## src/rtl/keypad_pkg.sv

```systemverilog
// keypad_pkg: shared FSM states, matrix geometry and key encodings for the keypad scanner.
package keypad_pkg;
  localparam int ROW_N = 4;
  localparam int COL_N = 4;
  localparam logic [4:0] KEY_NONE = 5'b1_0000;
  localparam logic [ROW_N-1:0] ROW_RST = 4'b1110;
  typedef enum logic [1:0] {ST_SCAN, ST_DEBOUNCE, ST_PRESSED, ST_RELEASE} state_t;
  // {hit, col}: hit only when exactly one column is pulled low
  function automatic logic [2:0] col_decode(input logic [COL_N-1:0] c);
    return c == 4'b1110 ? 3'b100 : c == 4'b1101 ? 3'b101 :
           c == 4'b1011 ? 3'b110 : c == 4'b0111 ? 3'b111 : 3'b000;
  endfunction
endpackage

```

## src/rtl/keypad_tick_gen.sv

```systemverilog
// keypad_tick_gen: free-running divider emitting a one-cycle tick every DIV clocks.
module keypad_tick_gen #(
  parameter int DIV = 50_000
) (
  input  logic clk,
  input  logic rst_n,
  output logic tick
);
  localparam int W = DIV > 1 ? $clog2(DIV) : 1;
  localparam logic [W-1:0] TC = W'(DIV - 1);
  logic [W-1:0] cnt;
  assign tick = cnt == TC;
  always_ff @(posedge clk or negedge rst_n)
    if (!rst_n) cnt <= '0;
    else cnt <= tick ? '0 : cnt + 1'b1;
endmodule

```

## src/rtl/keypad_scanner.sv

```systemverilog
// keypad_scanner: 4x4 active-low matrix scan with debounce, one key code per press.
// Optional auto-repeat while held is enabled by defining KEYPAD_REPEAT_EN.
module keypad_scanner
  import keypad_pkg::*;
#(
  parameter int CLK_HZ        = 50_000_000,
  parameter int SCAN_HZ       = 1_000,
  parameter int DEBOUNCE_TK   = 20,
  parameter int REPEAT_DLY_TK = 500,
  parameter int REPEAT_PER_TK = 100
) (
  input  logic             clk_50mhz,
  input  logic             rst,
  input  logic [COL_N-1:0] col_in,
  output logic [ROW_N-1:0] row_out,
  output logic [3:0]       key_code,
  output logic             key_valid,
  output logic             key_held
);
  localparam int CW = $clog2(DEBOUNCE_TK + 2);
  logic tick, scan_done, seen, present, valid_n, held_n;
  logic [COL_N-1:0] col_m, col_s;
  logic [1:0] row;
  logic [2:0] dec;
  logic [4:0] acc, res;
  logic [3:0] cand, cand_n, code_n;
  logic [CW-1:0] cnt, cnt_n, cnt_inc;
  state_t st, st_n;
  keypad_tick_gen #(.DIV(CLK_HZ / SCAN_HZ)) u_tick (.clk(clk_50mhz), .rst_n(rst), .tick(tick));
  // acc carries the first hit of the scan in progress; seen tracks whether cand appeared anywhere
  assign dec = col_decode(col_s);
  assign scan_done = tick && row == 2'd3;
  assign res = !acc[4] ? acc : dec[2] ? {1'b0, row, dec[1:0]} : KEY_NONE;
  assign present = seen || (dec[2] && {row, dec[1:0]} == cand);
  assign cnt_inc = cnt + 1'b1;
`ifdef KEYPAD_REPEAT_EN
  localparam int DLY_SC = REPEAT_DLY_TK / ROW_N;
  localparam int PER_SC = REPEAT_PER_TK / ROW_N;
  localparam int RW = $clog2(DLY_SC + PER_SC + 2);
  logic [RW-1:0] rpt, rpt_n, rpt_inc;
  logic rpt_on, rpt_on_n;
  assign rpt_inc = rpt + 1'b1;
  always_ff @(posedge clk_50mhz or negedge rst)
    if (!rst) begin
      rpt <= '0;
      rpt_on <= 1'b0;
    end else begin
      rpt <= rpt_n;
      rpt_on <= rpt_on_n;
    end
`endif
  always_ff @(posedge clk_50mhz or negedge rst)
    if (!rst) begin
      col_m <= '1;
      col_s <= '1;
      row_out <= ROW_RST;
      row <= '0;
      acc <= KEY_NONE;
      seen <= 1'b0;
      st <= ST_SCAN;
      cand <= '0;
      cnt <= '0;
      key_code <= '0;
      key_valid <= 1'b0;
      key_held <= 1'b0;
    end else begin
      col_m <= col_in;
      col_s <= col_m;
      st <= st_n;
      cand <= cand_n;
      cnt <= cnt_n;
      key_code <= code_n;
      key_valid <= valid_n;
      key_held <= held_n;
      if (tick) begin
        row_out <= {row_out[ROW_N-2:0], row_out[ROW_N-1]};
        row <= row + 1'b1;
        acc <= scan_done ? KEY_NONE : res;
        seen <= !scan_done && present;
      end
    end
  always_comb begin
    st_n = st;
    cand_n = cand;
    cnt_n = cnt;
    code_n = key_code;
    held_n = key_held;
    valid_n = 1'b0;
`ifdef KEYPAD_REPEAT_EN
    rpt_n = st == ST_PRESSED ? rpt : '0;
    rpt_on_n = st == ST_PRESSED && rpt_on;
`endif
    if (scan_done)
      case (st)
        ST_SCAN:
          if (!res[4]) begin
            cand_n = res[3:0];
            cnt_n = CW'(1);
            st_n = ST_DEBOUNCE;
          end
        ST_DEBOUNCE:
          if (res == {1'b0, cand}) begin
            cnt_n = cnt_inc;
            if (cnt_inc >= CW'(DEBOUNCE_TK)) begin
              cnt_n = '0;
              code_n = cand;
              valid_n = 1'b1;
              held_n = 1'b1;
              st_n = ST_PRESSED;
            end
          end else begin
            cnt_n = '0;
            st_n = ST_SCAN;
          end
        ST_PRESSED: begin
          cnt_n = present ? '0 : CW'(1);
          st_n = present ? ST_PRESSED : ST_RELEASE;
`ifdef KEYPAD_REPEAT_EN
          if (present) begin
            rpt_n = rpt_inc;
            if (rpt_inc >= (rpt_on ? RW'(PER_SC) : RW'(DLY_SC))) begin
              rpt_n = '0;
              rpt_on_n = 1'b1;
              valid_n = 1'b1;
            end
          end
`endif
        end
        ST_RELEASE:
          if (present) begin
            cnt_n = '0;
            st_n = ST_PRESSED;
          end else begin
            cnt_n = cnt_inc;
            if (cnt_inc >= CW'(DEBOUNCE_TK)) begin
              cnt_n = '0;
              held_n = 1'b0;
              st_n = ST_SCAN;
            end
          end
        default: st_n = ST_SCAN;
      endcase
  end
endmodule

```

## config.mk

```make
export PLATFORM = sky130hd
export DESIGN_NAME = keypad_scanner
export DESIGN_NICKNAME = d
export VERILOG_FILES = /design/src/rtl/keypad_pkg.sv /design/src/rtl/keypad_tick_gen.sv /design/src/rtl/keypad_scanner.sv
export SDC_FILE = /design/constraint.sdc
export NUM_CORES = 1
export LEC_CHECK = 0
export ABC_CLOCK_PERIOD_IN_PS = 2200
export CAP_MARGIN = 5
export CORE_UTILIZATION = 43
export CTS_CLUSTER_SIZE = 20
export DETAILED_ROUTE_END_ITERATION = 8
export SYNTH_ARGS = -nofsm -noshare
export SYNTH_HDL_FRONTEND = slang
export SYNTH_SLANG_ARGS = --single-unit
```

## constraint.sdc

```tcl
create_clock -name clk_50mhz -period 2.2 [get_ports clk_50mhz]
set_input_delay 0.44 -clock clk_50mhz [delete_from_list [all_inputs] [get_ports clk_50mhz]]
set_output_delay 0.44 -clock clk_50mhz [all_outputs]
set_load 0.03 [all_outputs]
```

==> results.toml <==
[outcome]
status = "complete, but fails checks"
violations = "negative setup slack"

[detailed_routing]
drt-pass1-iter-count = 4
drc = 0
totalWireLength_um = 5060
drt_iter0_drc = 77
num_vias = 1886
routedWlPerCell_um = 14.2
vias_per_cell = 5.28
drtAntennaViolNets = 0

[final_layout]
area_growth_pct = 22.8
n_fill_cell = 531
mostFrequentLayoutCells = "41 x dfrtp_1, 24 x buf_4, 22 x nand2_1"
final-seq-area_mm2 = 0.00134
fin_util_pct = 56.3
drive_above_1_share_pct = 27.0
multiInputGateArea_mm2 = 0.00132
nets = 294
layout_commonest_cell = "dfrtp_1"
num_antenna_cells = 0

[power_and_ir_drop]
p_comb_share_pct = 4.4
share_clk_of_total_power_pct = 34.3
irDropWorstVdd_mv = 0.372
swShare_pct = 21.5
p_sw_uw = 350
internal_power_uw = 1270
power_per_cell_area_mw_per_mm2 = 507
seqPwrFrac_pct = 61.3
p_leak_uw = 0.00141

[setup_path]
cp.arrival_ns = 2.42
critPathMaxFanout = 4
end_kind = "register"
cp.required_ns = 2.40
crit_type = "reg2reg"
cp-start-kind = "register"

[timing]
finalCritPeriodShare_pct = 101
fmax_ghz = 0.452
rsz0062_at_grt = "true"
timing_hold_violations_final = 0
finalSetupTns_ns = -0.0461
setup_viol = 4
slew_viol_final = 0
worst_pin_slew_ns = 0.580
period_needed_ns = 2.21
fin_ws_ns = -0.0141
fin_worst_skew_ns = 0.0113
relSlewSlack_pct = 61.3

[clock_network]
clkLatencyLatePin_ns = 0.31
cts_tree = "built"
ctsHtreeMaxLevel = 2
cts_hold_buf = 0
clock-sinks = 53
cts.root.buffer_cell = "clkbuf_8"
clock_path_buffers = 2
cts.clk_slew.worst_paths_ns = 0.09
cts_buffers = 5

[placement]
dp_hpwl_um = 3690
place.port_buffers = 15
place.gp.congestion = 0.779

[synthesis]
synth-edff-count = 0
synth.distinct_cells = 48
synth_xor_area_share_pct = 8.07
syn-cell-area_mm2 = 0.00260
synth-simple-area-share_pct = 20.2
synth_compound_area_share_pct = 11.7
synth_mux_area_share_pct = 4.85
synth_fa_ha_area_share_pct = 1.92
async_reset_ff_share_pct = 100
synth-main-ff-cell = "dfrtp_1"
syn_inst = 244
ys.warnings.count = 0
ys_seq_area_share_pct = 51.5
synth_top_area_share_pct = 39.4
synth_top_family_by_area = "simple AND/OR/NAND/NOR gates"
yosysTopAreaCell = "dfrtp_1"
synth_seq_cells = 53
yosys-top-cells-area = "dfrtp_1 39%, dfstp_2 12%, xor2_1 4.7%, nand2_1 3.7%, xnor2_1 3.4%"
synth_nets = 254
syn_avg_cell_area_um2 = 10.7

[hold_path]
hold_path_class = "in2async"

[grt]
grt_pass1_wl_um = 8920
grt_pass1_vias = 1829
grt-ovfl-total = 0
grt_max_degree = 26
antenna_found_initial = 0
grt_usage_pct = 18.5

[floorplanning]
core_mm2 = 0.00568
die_x_um = 79.8
rows = 27
die_h_um = 79.8
die_area_mm2 = 0.00637
io-pin-count = 16
initial_core_util_pct = 45.9

[flow_run]
cap_violations = 0
metal layers:
metal	global-route usage (%)	share of wire, %	routed length [µm]
met5	0	0	0
met4	6.07	1.3	68
met3	4.11	2.5	128
met2	27.4	45	2280
met1	26.6	51	2580
critical path: stages (launching register included):
cell	delay (ns)
dfrtp_1	0.40
or4b_4	0.58
nor4_4	0.33
nand2_2	0.16
nor2_4	0.15
nand4_4	0.16
mux2_4	0.33
state kept, by name, indices dropped and copies added, names as in the netlist:
signal      flops
u_tick.cnt     16
seen            1
st              2
acc             5
cnt             5
key_held        1
key_code        4
col_m           4
cand            4
col_s           4
key_valid       1
row_out         4
row             2
path summary, 6_finish.rpt:
check | cells after the start | slack, ns | start | to
min in group clk_50mhz | 0 | 0.36 | col_m[2]$_DFF_PN1_ | col_s[2]$_DFF_PN1_
min reg2reg | 0 | 0.36 | col_m[2]$_DFF_PN1_ | col_s[2]$_DFF_PN1_
max in group asynchronous | 2 | 1.40 | rst | col_s[1]$_DFF_PN1_
max | 6 | -0.01 | u_tick.cnt[13]$_DFF_PN0_ | key_code[2]$_DFFE_PN0P_
min | 1 | 0.11 | rst | u_tick.cnt[11]$_DFF_PN0_
max reg2reg | 6 | -0.01 | u_tick.cnt[13]$_DFF_PN0_ | key_code[2]$_DFFE_PN0P_
power by group through the flow:
| stage | Sequential (µW) | Combinational [µW] | Clock [µW] |
|---|---|---|---|
| 2_1_floorplan | 1010 | 18.2 | 0 |
| 3_3_place_gp | 1010 | 57.8 | 0 |
| 3_5_place_dp | 1010 | 59.4 | 0 |
| 4_1_cts | 993 | 61.5 | 580 |
| 5_1_grt | 996 | 80.8 | 614 |
| 6_report | 995 | 71.1 | 557 |
per-stage QoR:
stage | hold slack [ns] | cells | cell area [µm²] | power (µW) | setup WS (ns)
floorplan | 0.144 | 244 | 2610 | 1030 | -0.0828
global placement | 0.347 | 346 | 2980 | 1070 | -0.0187
detailed placement | 0.347 | 346 | 2980 | 1070 | -0.0748
CTS | 0.137 | 354 | 3090 | 1630 | 0.000925
global route | 0.170 | 357 | 3200 | 1690 | -0.104
finish | 0.115 | 357 | 3200 | 1620 | -0.0141
timing repair:
item | in CTS | in global routing
resized for setup | 4 | 19
buffers inserted | 0 | 3
pin swaps | 1 | 4
setup endpoints to repair | 7 | 19
cell usage after synthesis, types with 3 or more instances:
cell type / n
and3_1: 5
nor2_1: 20
mux2_2: 5
o31ai_1: 3
nand4_1: 3
nor2b_1: 5
ha_1: 4
inv_1: 5
o21a_1: 3
a31oi_1: 5
dfstp_2: 12
a21oi_1: 5
nand3_1: 17
nor3_1: 4
o21ai_0: 13
nand2_1: 26
dfrtp_1: 41
xor2_1: 14
xnor2_1: 10
clkbuf_1: 7
mux2_4: 4
logic make-up (layout without fill, tap and decap cells):
family,Yosys count,after routing
xor+xnor,24,24
flops,53,53
compound gates,45,45
fa+ha+maj,4,4
mux,10,10
simple gates,96,96
buf+inv,12,53
layout make-up:
type | instances | area share, %
Inverter | 5 | 0.587
Timing Repair Buffer | 40 | 10.5
Multi-Input combinational cell | 179 | 41.3
Tap cell | 72 | 2.82
Sequential cell | 53 | 41.9
Clock buffer | 8 | 2.82
Note: power is estimated with default switching activity, not from simulation.
==> variant 1, RTL diff (config.mk and constraints unchanged) <==
Encoding of `state_t`: now Gray code (2 bits for 4 states).
--- a/src/rtl/keypad_pkg.sv
+++ b/src/rtl/keypad_pkg.sv
@@ -5,5 +5,5 @@
   localparam logic [4:0] KEY_NONE = 5'b1_0000;
   localparam logic [ROW_N-1:0] ROW_RST = 4'b1110;
-  typedef enum logic [1:0] {ST_SCAN, ST_DEBOUNCE, ST_PRESSED, ST_RELEASE} state_t;
+  typedef enum logic [1:0] {ST_SCAN = 2'b00, ST_DEBOUNCE = 2'b01, ST_PRESSED = 2'b11, ST_RELEASE = 2'b10} state_t;
   // {hit, col}: hit only when exactly one column is pulled low
   function automatic logic [2:0] col_decode(input logic [COL_N-1:0] c);
Formal check against the unedited RTL: no difference found for any inputs over 10 cycles, from zero or initial values and one cycle with rst low; not proved beyond that.
==> variant 1 against the unedited design <==
  * Synthesized area rose by 4.5%
  * Routed wire length is 13% higher
  * First-iteration DRC count grew 52%
  * Clock skew down 4.0 ps
  * Worst setup slack better by 29 ps
  * Critical path type unchanged
  * Design area increased by 8.7%
  * Total power rose by 3.5%
  * Fmax rose by 1.3%
  * Worst hold slack got worse by 99 ps
  * Sequential cell count unchanged
  * Sequential power about the same
  * Synthesized cell count increased by 6.6%
==> variant 1: results (changes against the unedited design) <==
[status]
outcome=complete, no violations

[placement]
dpl_cell_area_mm2=0.00316  ; +6.1%
place_congestion=0.764  ; -1.9%
dp.cells=371  ; +7.2%
pre_cts_ws_ps=-73.1  ; +1.67 ps
place_hpwl_um=3900  ; +5.5%

[grt]
grt_max_degree=42  ; +62%
grt_pass1_wl_um=8910  ; -0.16%
grt_pass1_vias=1881  ; +2.8%
track_usage_pct=17.8  ; -0.69 points

[setup_path]
worst_path_largest_cell_delay_ps=610  ; +30 ps
path_max_fanout=8  ; +4
slowest_stage=dfstp_2
arrival_ps=2380  ; -40 ps
cp-startpoint=col_s[3]
path_delay_family=compound AO/OA/AOI/OAI gates
reg2reg_slack_ps=10  ; +30 ps

[routing]
vias_per_cell=5.34  ; +1.0%
vias=2060  ; +9.2%
routedWlPerCell_um=14.8  ; +4.1%
drt_iter0_drc=117  ; +52%

[timing]
finalClockSkew_ps=7.31  ; -4.01 ps
worst_pin_slew_ps=421  ; -159 ps
period_share_pct=99.3  ; -1.3 points

[cells_and_area]
clk_share_pct=2.81  ; -0.010 points
drive_gt1_share_pct=33.1  ; +6.1 points
multi_input_area_share_pct=42.3  ; +1.0 points
num_antenna_cells=0  ; unchanged
fillCellCount=539  ; +1.5%
nMultiInputCombCells=191  ; +6.7%
multi_input_area_mm2=0.00147  ; +11%
seq_area_mm2=0.00134  ; unchanged
nNonClkBuffers=54  ; +35%
bufAreaShareNonClock_pct=13.1  ; +2.5 points
fin_nets=320  ; +8.8%

[power]
power_frac_seq_pct=59.2  ; -2.1 points
internal-power_w=0.00127  ; -0.34%
power_frac_clock_pct=35.1  ; +0.8 points
p_sw_w=0.000411  ; +18%
p_leak_nw=1.52  ; +7.5%
vdd_ir_drop_max_mv=0.387  ; +4.1%

[logic_synthesis]
ys_seq_area_share_pct=49.3  ; -2.2 points
synth_xor_area_share_pct=6.71  ; -1.4 points
syn_avg_cell_area_um2=10.5  ; -2.0%
yosys-top-cells-count=41 x dfrtp_1, 31 x nand2_1, 25 x nor2_1
yosysUniqueCellTypes=57  ; +19%
yosys_warnings=0  ; unchanged
synthAdderAreaFrac_pct=1.84  ; -0.082 points
synth_nets=270  ; +6.3%
muxShareOfSynthArea_pct=4.55  ; -0.30 points
synth-compound-area-share_pct=13.9  ; +2.2 points

[clock_network]
clk_pin_slew_ps=110  ; +20 ps
cts.repair.resized=5  ; +1
post_cts.repair.setup_buffers=2  ; +2
hold_buffers=0  ; unchanged

[floorplanning]
rows=28  ; +3.7%

==> variant 1: cell count changes after synthesis, sizes merged, moves of 3 or more <==
cell    before  now
nand4        4    7
buf          0    4
nor2b        5    2
nor2        21   25
o21a         3    0
nand2b       0    3
nand2       27   31
nand3       17   12
==> variant 1: routing by layer <==
layer / up-vias / share of wire, % / track usage [%]
li1: 1040 / - / -
met2: 23 / 48 / 28.9
met5: - / 0 / 0
met4: 0 / 0.60 / 4.29
met1: 993 / 49 / 24.1
met3: 4 / 2.1 / 3.67
==> variant 1: worst min-delay path by stage <==
stage	startpoint	end	slack, ps	cells after the start
2_1_floorplan	rst	acc[0]	140	0
3_3_place_gp	rst	cnt[3]	350	1
3_5_place_dp	col_m[1]	col_s[1]	350	0
4_1_cts	rst	key_held	20	1
5_1_grt	rst	cnt[3]	30	1
6_report	rst	cnt[4]	20	1
==> variant 2, RTL diff (same flow settings) <==
Without the edit above. `ROW_N`: 4 -> 8.
--- a/src/rtl/keypad_pkg.sv
+++ b/src/rtl/keypad_pkg.sv
@@ -1,5 +1,5 @@
 // keypad_pkg: shared FSM states, matrix geometry and key encodings for the keypad scanner.
 package keypad_pkg;
-  localparam int ROW_N = 4;
+  localparam int ROW_N = 8;
   localparam int COL_N = 4;
   localparam logic [4:0] KEY_NONE = 5'b1_0000;
Interface: changed (resized row_out); port bits go from 16 to 20. No check against the original RTL was run, so the function may have changed too.
==> variant 2 against the unedited design <==
  * The run still ends with negative setup slack left
  * Sequential cell count grew 4
  * Via count grew 15%
  * Final cell count grew 19%
  * Synthesized area grew 6.6%
  * Routed wire length grew 12%
  * Clock power grew 59%
  * Worst setup slack lost 110 ps
  * Worst hold slack lost 7.7 ps
  * Design area grew 21%
  * Total power grew 27%
  * Die area grew 6.4%
==> variant 2: results (changes against the unedited design) <==
[status]
outcome=finished with violations
violations=negative setup slack

[timing]
finalSetupViolations=11  ; +7
finalClockSkew_ps=6.14  ; -5.18 ps
setup_tns_ps=-877  ; -831 ps
slew_headroom_pct=63.4  ; +2.0 points
setup_slack_ps=-128  ; -114 ps

[logic_synthesis]
yosysTopAreaCellShare_pct=40.6  ; +1.2 points
synth_nets=277  ; +9.1%
ys_seq_area_share_pct=51.9  ; +0.43 points
ys_top_cells_by_area=dfrtp_1 41%, dfstp_2 11%, nand2_1 6.4%
yosys-top-cells-count=47 x nand2_1, 45 x dfrtp_1, 17 x nor2_1
yosysUniqueCellTypes=59  ; +23%

[cells_and_area]
fin_nets=356  ; +21%
reg.largest.list=u_tick.cnt: 16 flops, row_out: 8 flops
drive_gt1_share_pct=34.8  ; +7.7 points

[floorplanning]
chipWidth_um=82.4  ; +3.2%

[power]
vdd_ir_drop_max_mv=0.330  ; -11%
p_leak_nw=1.86  ; +32%
p_sw_w=0.000445  ; +27%

[placement]
place_congestion=0.751  ; -3.6%
port_buffers=19  ; +4
place_hpwl_um=3850  ; +4.2%
dpl_cell_area_mm2=0.00340  ; +14%

[clock_network]
clk_pin_slew_ps=60  ; -30 ps
cts_inserted_buffers=9  ; +4
htreeDepth=3  ; +1

[setup_path]
path_max_fanout=5  ; +1
arrival_ps=2550  ; +130 ps

[grt]
grt_pass1_vias=2030  ; +11%
grt_max_degree=58  ; +120%
grt_pass1_wl_um=9230  ; +3.5%

[routing]
drt_iter0_drc=107  ; +39%
routedWlPerCell_um=13.3  ; -5.8%
vias=2170  ; +15%

==> variant 2: cell count changes after synthesis, sizes merged, moves of 3 or more <==
cell / delta
mux2: -3
nor2: -4
o21a: -3
a22o: +3
dfrtp: +4
nand2: +21
buf: +3
inv: +3
o21ai: -3
nand3: -3
==> variant 2: power groups by stage <==
stage               clock network [W]  logic [W]  registers [W]
floorplan                           0  0.0000274        0.00108
global placement                    0  0.0000772        0.00109
detailed placement                  0  0.0000778        0.00109
CTS                          0.000915  0.0000875        0.00107
global route                 0.000949   0.000121        0.00107
finish                       0.000884   0.000110        0.00107
==> variant 2: kinds of logic (layout without fill, tap and decap cells) <==
kind of cell / count (synthesis) / after routing / synth area share [%]
AO/OA/AOI/OAI: 46 / 46 / 11.9
XOR/XNOR: 23 / 23 / 7.26
adder cells (fa/ha/maj): 4 / 4 / 1.80
buffers and inverters: 19 / 103 / 2.93
flip-flops: 57 / 57 / 51.9
multiplexers: 8 / 8 / 3.70
AND/OR/NAND/NOR: 110 / 110 / 20.6
==> variant 2: metal layers <==
metal	wire (um)	GRT usage, %	vias to the layer above
met2	2640	28.3	41
met5	0	0	-
met4	103	7.89	0
met3	200	5.60	11
li1	-	-	1092
met1	2750	24.4	1026
==> variant 2: layout make-up <==
class | count | area (um^2)
Multi-Input combinational cell | 191 | 1440
Clock buffer | 16 | 180
Fill cell | 490 | 2200
Timing Repair Buffer | 79 | 681
Tap cell | 75 | 93.8
Inverter | 8 | 30.0
Sequential cell | 57 | 1440
==> variant 2: worst max-delay path: stages, from the launching register on <==
cell     delay [ps]
dfrtp_1         380
or4b_4          560
nor4_4          280
and3_4          220
nand2_2          50
or3_4           410
mux2_4          310
==> variant 2: stage by stage <==
stage               std cells  utilization (%)
finish                    426             63.7
global route              426             63.7
CTS                       420             60.5
detailed placement        400             56.2
global placement          400             56.2
floorplan                 267                -
==> variant 2: repair_timing <==
item                       in CTS  in global routing
setup buffers                   4                  6
setup endpoints to repair      12                 14
resized for setup               9                 20
pin swaps                       9                 15
==> variant 2: path summary, 6_finish.rpt <==
kind                                start          end  slack [ps]  depth (start not counted)
max                        u_tick.cnt[11]  key_code[3]        -130                          6
min                                   rst  key_code[0]         110                          2
max reg2reg                u_tick.cnt[11]  key_code[3]        -130                          6
min reg2reg                      col_m[1]     col_s[1]         350                          0
max in group asynchronous             rst   row_out[3]        1800                          2
min in group clk_50mhz           col_m[1]     col_s[1]         350                          0
